**config.mk**
```make
export PLATFORM = sky130hd
export DESIGN_NAME = instr_word_encoder
export DESIGN_NICKNAME = d
export VERILOG_FILES = /design/src/rtl/wisc_pkg.sv /design/src/rtl/instr_word_encoder_imm_fit8.sv /design/src/rtl/instr_word_encoder.sv
export SDC_FILE = /design/constraint.sdc
export NUM_CORES = 1
export LEC_CHECK = 0
export BUFFER_PORTS_ARGS = -buffer_cell sky130_fd_sc_hd__clkbuf_2
export CORE_MARGIN = 8
export CORE_UTILIZATION = 56
export CTS_BUF_LIST = sky130_fd_sc_hd__clkbuf_2 sky130_fd_sc_hd__clkbuf_4 sky130_fd_sc_hd__clkbuf_8
export CTS_CLUSTER_SIZE = 16
export DETAILED_ROUTE_END_ITERATION = 8
export HOLD_SLACK_MARGIN = 0.02
export MAX_ROUTING_LAYER = met4
export PLACE_DENSITY = 0.83
export SLEW_MARGIN = 20
export SYNTH_ARGS = -nofsm -noshare
export SYNTH_HDL_FRONTEND = slang
export SYNTH_SLANG_ARGS = --single-unit
```
**constraint.sdc**
```tcl
create_clock -name clk -period 2.55 [get_ports clk]
set_input_delay 0.255 -clock clk [delete_from_list [all_inputs] [get_ports clk]]
set_output_delay 0.255 -clock clk [all_outputs]
set_load 0.01 [all_outputs]
```
**src/rtl/wisc_pkg.sv**
```systemverilog
// Shared WISC-SP19 encoding constants, request kinds and encoder state encoding.
package wisc_pkg;

    // Opcode field values (instruction bits [15:11])
    localparam logic [4:0] OP_HALT = 5'b00000;
    localparam logic [4:0] OP_NOP  = 5'b00001;
    localparam logic [4:0] OP_LBI  = 5'b11000;
    localparam logic [4:0] OP_SLBI = 5'b10010;

    // Full word emitted for nop requests and for scrubbed raw HALT words
    localparam logic [15:0] NOP_WORD = 16'h0800;

    // Request kinds on req_kind
    localparam logic [1:0] REQ_RAW  = 2'b00;
    localparam logic [1:0] REQ_LDC  = 2'b01;
    localparam logic [1:0] REQ_HALT = 2'b10;
    localparam logic [1:0] REQ_NOP  = 2'b11;

    typedef enum logic [1:0] {
        ST_IDLE    = 2'b00,
        ST_EMIT_HI = 2'b01,
        ST_EMIT_LO = 2'b10,
        ST_HALTED  = 2'b11
    } enc_state_t;

endpackage

```
**src/rtl/instr_word_encoder_imm_fit8.sv**
```systemverilog
// Tells whether a 16-bit value survives a round trip through a sign-extended
// 8-bit immediate, i.e. a single LBI is enough to load it.
module imm_fit8 (
    input  logic [15:0] value,
    output logic        fits
);

    // Bits [15:7] must all equal the immediate's sign bit
    always_comb begin
        fits = (value[15:7] == 9'h000) || (value[15:7] == 9'h1FF);
    end

endmodule

```
**src/rtl/instr_word_encoder.sv**
```systemverilog
// Turns abstract requests (raw word, load constant, halt, nop) into a stream of
// WISC-SP19 instruction words over a valid/ready output with a single register stage.
module instr_word_encoder
    import wisc_pkg::*;
(
    input  logic        clk,
    input  logic        rst,
    input  logic        req_valid,
    output logic        req_ready,
    input  logic [1:0]  req_kind,
    input  logic [2:0]  req_rd,
    input  logic [15:0] req_data,
    output logic        out_valid,
    input  logic        out_ready,
    output logic [15:0] out_instr,
    output logic        out_last,
    output logic [15:0] instr_count,
    output logic        halted,
    output logic        err
);

    enc_state_t  state;
    logic [15:0] lo_word;   // SLBI half of a split constant, held until the LBI leaves
    logic        fits;
    logic        accept;
    logic        hand_off;

    imm_fit8 u_fit (
        .value (req_data),
        .fits  (fits)
    );

    // New requests only enter when idle and the output slot is free or draining now
    always_comb begin
        req_ready = (state == ST_IDLE) && (!out_valid || out_ready);
        accept    = req_valid && req_ready;
        hand_off  = out_valid && out_ready;
    end

    // FSM plus output register; every output word is registered here
    always_ff @(posedge clk or negedge rst) begin
        if (!rst) begin
            state       <= ST_IDLE;
            out_valid   <= 1'b0;
            out_instr   <= 16'h0000;
            out_last    <= 1'b0;
            lo_word     <= 16'h0000;
            instr_count <= 16'h0000;
            halted      <= 1'b0;
            err         <= 1'b0;
        end else begin
            if (hand_off) instr_count <= instr_count + 16'd1;

            case (state)
                ST_IDLE: begin
                    if (accept) begin
                        // Loading over a word that leaves this same edge: no bubble
                        out_valid <= 1'b1;
                        out_last  <= 1'b1;
                        case (req_kind)
                            REQ_RAW: begin
                                // A raw HALT would end the program early; scrub it and flag
                                if (req_data[15:11] == OP_HALT) begin
                                    out_instr <= NOP_WORD;
                                    err       <= 1'b1;
                                end else begin
                                    out_instr <= req_data;
                                end
                            end
                            REQ_LDC: begin
                                if (fits) begin
                                    out_instr <= {OP_LBI, req_rd, req_data[7:0]};
                                end else begin
                                    out_instr <= {OP_LBI, req_rd, req_data[15:8]};
                                    out_last  <= 1'b0;
                                    lo_word   <= {OP_SLBI, req_rd, req_data[7:0]};
                                    state     <= ST_EMIT_HI;
                                end
                            end
                            REQ_HALT: begin
                                out_instr <= {OP_HALT, 11'd0};
                                state     <= ST_HALTED;
                            end
                            default: begin
                                out_instr <= NOP_WORD;
                            end
                        endcase
                    end else if (hand_off) begin
                        out_valid <= 1'b0;
                    end
                end
                ST_EMIT_HI: begin
                    // LBI taken: swap in the SLBI, out_valid stays high
                    if (hand_off) begin
                        out_instr <= lo_word;
                        out_last  <= 1'b1;
                        state     <= ST_EMIT_LO;
                    end
                end
                ST_EMIT_LO: begin
                    if (hand_off) begin
                        out_valid <= 1'b0;
                        state     <= ST_IDLE;
                    end
                end
                ST_HALTED: begin
                    // Stays here until reset; halted rises once the HALT word is taken
                    if (hand_off) begin
                        out_valid <= 1'b0;
                        halted    <= 1'b1;
                    end
                end
                default: state <= ST_IDLE;
            endcase
        end
    end

endmodule

```
==> metrics.csv <==
stage,metric,value,unit
pwr,Power Density,427,nW/um^2
floorplanning,die width,84.8,microns
cts,root buffer cell,clkbuf_8,
logic_synthesis,most frequent cell after synthesis,dfrtp_1,
logic_synthesis,Main synth FF type,dfrtp_1,
place,HPWL after DPL,4.59,mm
cts,clk_lat worst skew,0.30,ns
logic_synthesis,largest family of logic cells by synthesized area,simple AND/OR/NAND/NOR gates,
logic_synthesis,Synth top area share,47.2,%
logic_synthesis,Post-Syn Area per Cell,10.5,sq um
detailed_routing,DRC Markers,0,
pwr,Max VDD drop,0.000327,V
timing,"Period Utilization, post-route",76.9,%
logic_synthesis,sequential-to-total area share from yosys stat,47.2,%
cts,TritonCTS buffer count,5,
detailed_routing,DR pass1 iterations,4,
place,IO Port Bufs,61,
place,Final GP Congestion,0.926,
cts,CTS Hold Bufs,0,
logic_synthesis,XOR/XNOR share of the synthesized area,4.96,%
logic_synthesis,Mapped Nets,287,
run_status,status,"finished, final reports clean",
worst_setup_path,Crit Path Max Fanout,10,
logic_synthesis,#FFs+latches synth,50,
floorplanning,starting density of the core,57.3,%
floorplanning,I/O Pins,62,
timing,# setup viols final,0,
detailed_routing,Final Routed Wirelength,6.04,mm
logic_synthesis,top post-synthesis cells by area,"dfrtp_1, mux2_4, ha_1, xnor2_1, nand3_1",
timing,Fmax,510,MHz
grt,GR Overflow Total,0,
cts,Resized cells post-CTS,0,
pwr,Tot Pwr,1.33,mW
layout,n_diodes,0,
cts,Post-CTS Setup Inserts,0,
grt,first-pass GRT wire length,9.98,mm
logic_synthesis,Yosys warnings,0,
pwr,Leak,1.57,nW
logic_synthesis,Synth Area in Adders,4.72,%
timing,setup TNS,0,ns
timing,skew final,0.00517,ns
logic_synthesis,Commonest cells post-synth,"dfrtp_1, nand3_1, nand2_1, o21ai_0, xnor2_1",
cts,Clock Path Buffers,2,
worst_setup_path,CP required,2.75,ns
detailed_routing,total number of vias,2127,
logic_synthesis,Post-synth EDFFs,0,
logic_synthesis,mux contribution to synthesized area,8.21,%
floorplanning,Core Area,4630,sq um
grt,vias in the first global route,2130,
layout,Final #Nets,350,
timing,Tmin final,1.96,ns
worst_setup_path,crit start category,flop,
logic_synthesis,Mapped Cells,252,
timing,Pins Over Slew Limit,0,
worst_hold_path,worst hold path type,input port to asynchronous set/reset pin,
floorplanning,die area,7190,sq um
detailed_routing,Post-DRT Antenna Nets,0,
worst_setup_path,critical path endpoint category,flop,
timing,RSZ-0062 raised after global routing,no,
logic_synthesis,Syn Std Cell Area,2650,sq um
logic_synthesis,Simple-Gate Fraction of Synth Area,16.1,%
floorplanning,FP Rows,25,
flow_run,max cap viols,0,
grt,GRT Total Usage,17.4,%
cts,clock sinks,50,
timing,Fin. Hold Viols,0,
logic_synthesis,share of synthesized registers carrying an async set or reset,100,%
grt,largest net degree at the start of global routing,35,
cts,htree depth,2,
worst_setup_path,Crit Path Category,flop to flop,
detailed_routing,Iter 0 DRT Violations,125,
timing,Worst-Margin Slew,0.839,ns
cts,clk slew on worst S/H paths,0.09,ns
layout,Area Overhead vs Synth,17.3,%
floorplanning,Die Y-Extent,84.8,microns
worst_setup_path,data arrival time of the worst path,2.16,ns
detailed_routing,WL per Instance,16.4,microns
timing,Worst slew margin,44.1,%
logic_synthesis,synth unique cells,43,
detailed_routing,DR vias/cell,5.76,
logic_synthesis,Synth Area in Compound Gates,15.4,%
logic_synthesis,Synth area leader,dfrtp_1,
layout,layout cells sized above 1,28.6,%
grt,initial antenna violation count,0,
cts,CTS tree,yes,
## layer usage
layer / up-vias / GRT usage (%) / share of wire (%) / wire length, microns
li1: 1028 / - / - / -
met3: 9 / 4.68 / 8.1 / 488
met5: - / - / 0 / 0
met1: 1018 / 21.8 / 44 / 2680
met2: 72 / 26.8 / 46 / 2790
met4: 0 / 5.66 / 1.2 / 73
## cells by family (layout without fill, tap and decap cells)
logic type               after synthesis  count (layout)
AND/OR/NAND/NOR                       76              76
XOR/XNOR                              15              15
buffers and inverters                 22              85
multiplexers                          17              17
adder cells (fa/ha/maj)               10              10
AO/OA/AOI/OAI                         62              62
flip-flops                            50              50
## per-stage QoR
step	hold slack (ns)	cell area, sq um	utilization (%)	setup slack [ns]	cells
after floorplan	-0.0406	2650	-	0.532	252
after global placement	0.385	3030	65.4	0.544	362
after detailed placement	0.388	3030	65.4	0.494	362
after CTS	0.0666	3110	67.2	0.594	369
after global routing	0.105	3110	67.2	0.424	369
final	0.0436	3110	67.2	0.589	369
## worst max-delay path, stage by stage, from the launching register on
cell and delay (ns):
dfrtp_1 0.38, inv_1 0.10, ha_1 0.26, nor2_1 0.37, and2_1 0.39, o21ai_0 0.13, o21ai_0 0.24
## final cells by class
class	count	area [sq um]
Clock buffer	5	68.8
Clock inverter	2	15.0
Fill cell	373	1520
Inverter	11	41.3
Multi-Input combinational cell	180	1320
Sequential cell	50	1250
Tap cell	54	67.6
Timing Repair Buffer	67	350
## report_power, final
part           internal (mW)  total [mW]  switching, mW
sequential             0.792       0.792              0
combinational         0.0360      0.0979         0.0619
clock                  0.187       0.437          0.250
total                   1.02        1.33          0.311
## sequential cells by signal, summed over array words and instances (netlist names)
signal       count
out_instr       16
err              1
out_valid        1
lo_word         12
instr_count     16
state            2
out_last         1
halted           1
## worst paths after layout
path / cells after the start / end / start / slack (ns)
setup / recovery: 6 / out_instr[2] / state[1] / 0.59
hold / removal: 1 / instr_count[12] / rst / 0.04
setup reg to reg: 6 / out_instr[2] / state[1] / 0.59
hold reg to reg: 1 / halted / halted / 0.46
max in group asynchronous: 2 / lo_word[5] / rst / 1.84
min in group clk: 2 / lo_word[10] / req_rd[2] / 0.21
## cell usage in the layout, fill, tap and decap left out, drive strengths merged, types with 4 or more instances in the layout
| master | instances |
|---|---|
| o31a | 5 |
| a22o | 4 |
| mux2 | 11 |
| and3 | 5 |
| nor2 | 9 |
| ha | 10 |
| a21oi | 13 |
| a22oi | 7 |
| o21ai | 16 |
| and2 | 8 |
| clkbuf | 66 |
| dfrtp | 50 |
| inv | 11 |
| nor3 | 4 |
| mux2i | 6 |
| buf | 6 |
| xnor2 | 14 |
| nand2 | 16 |
| nand4 | 5 |
| nand3 | 17 |
Note: power is estimated with default switching activity, not from simulation.
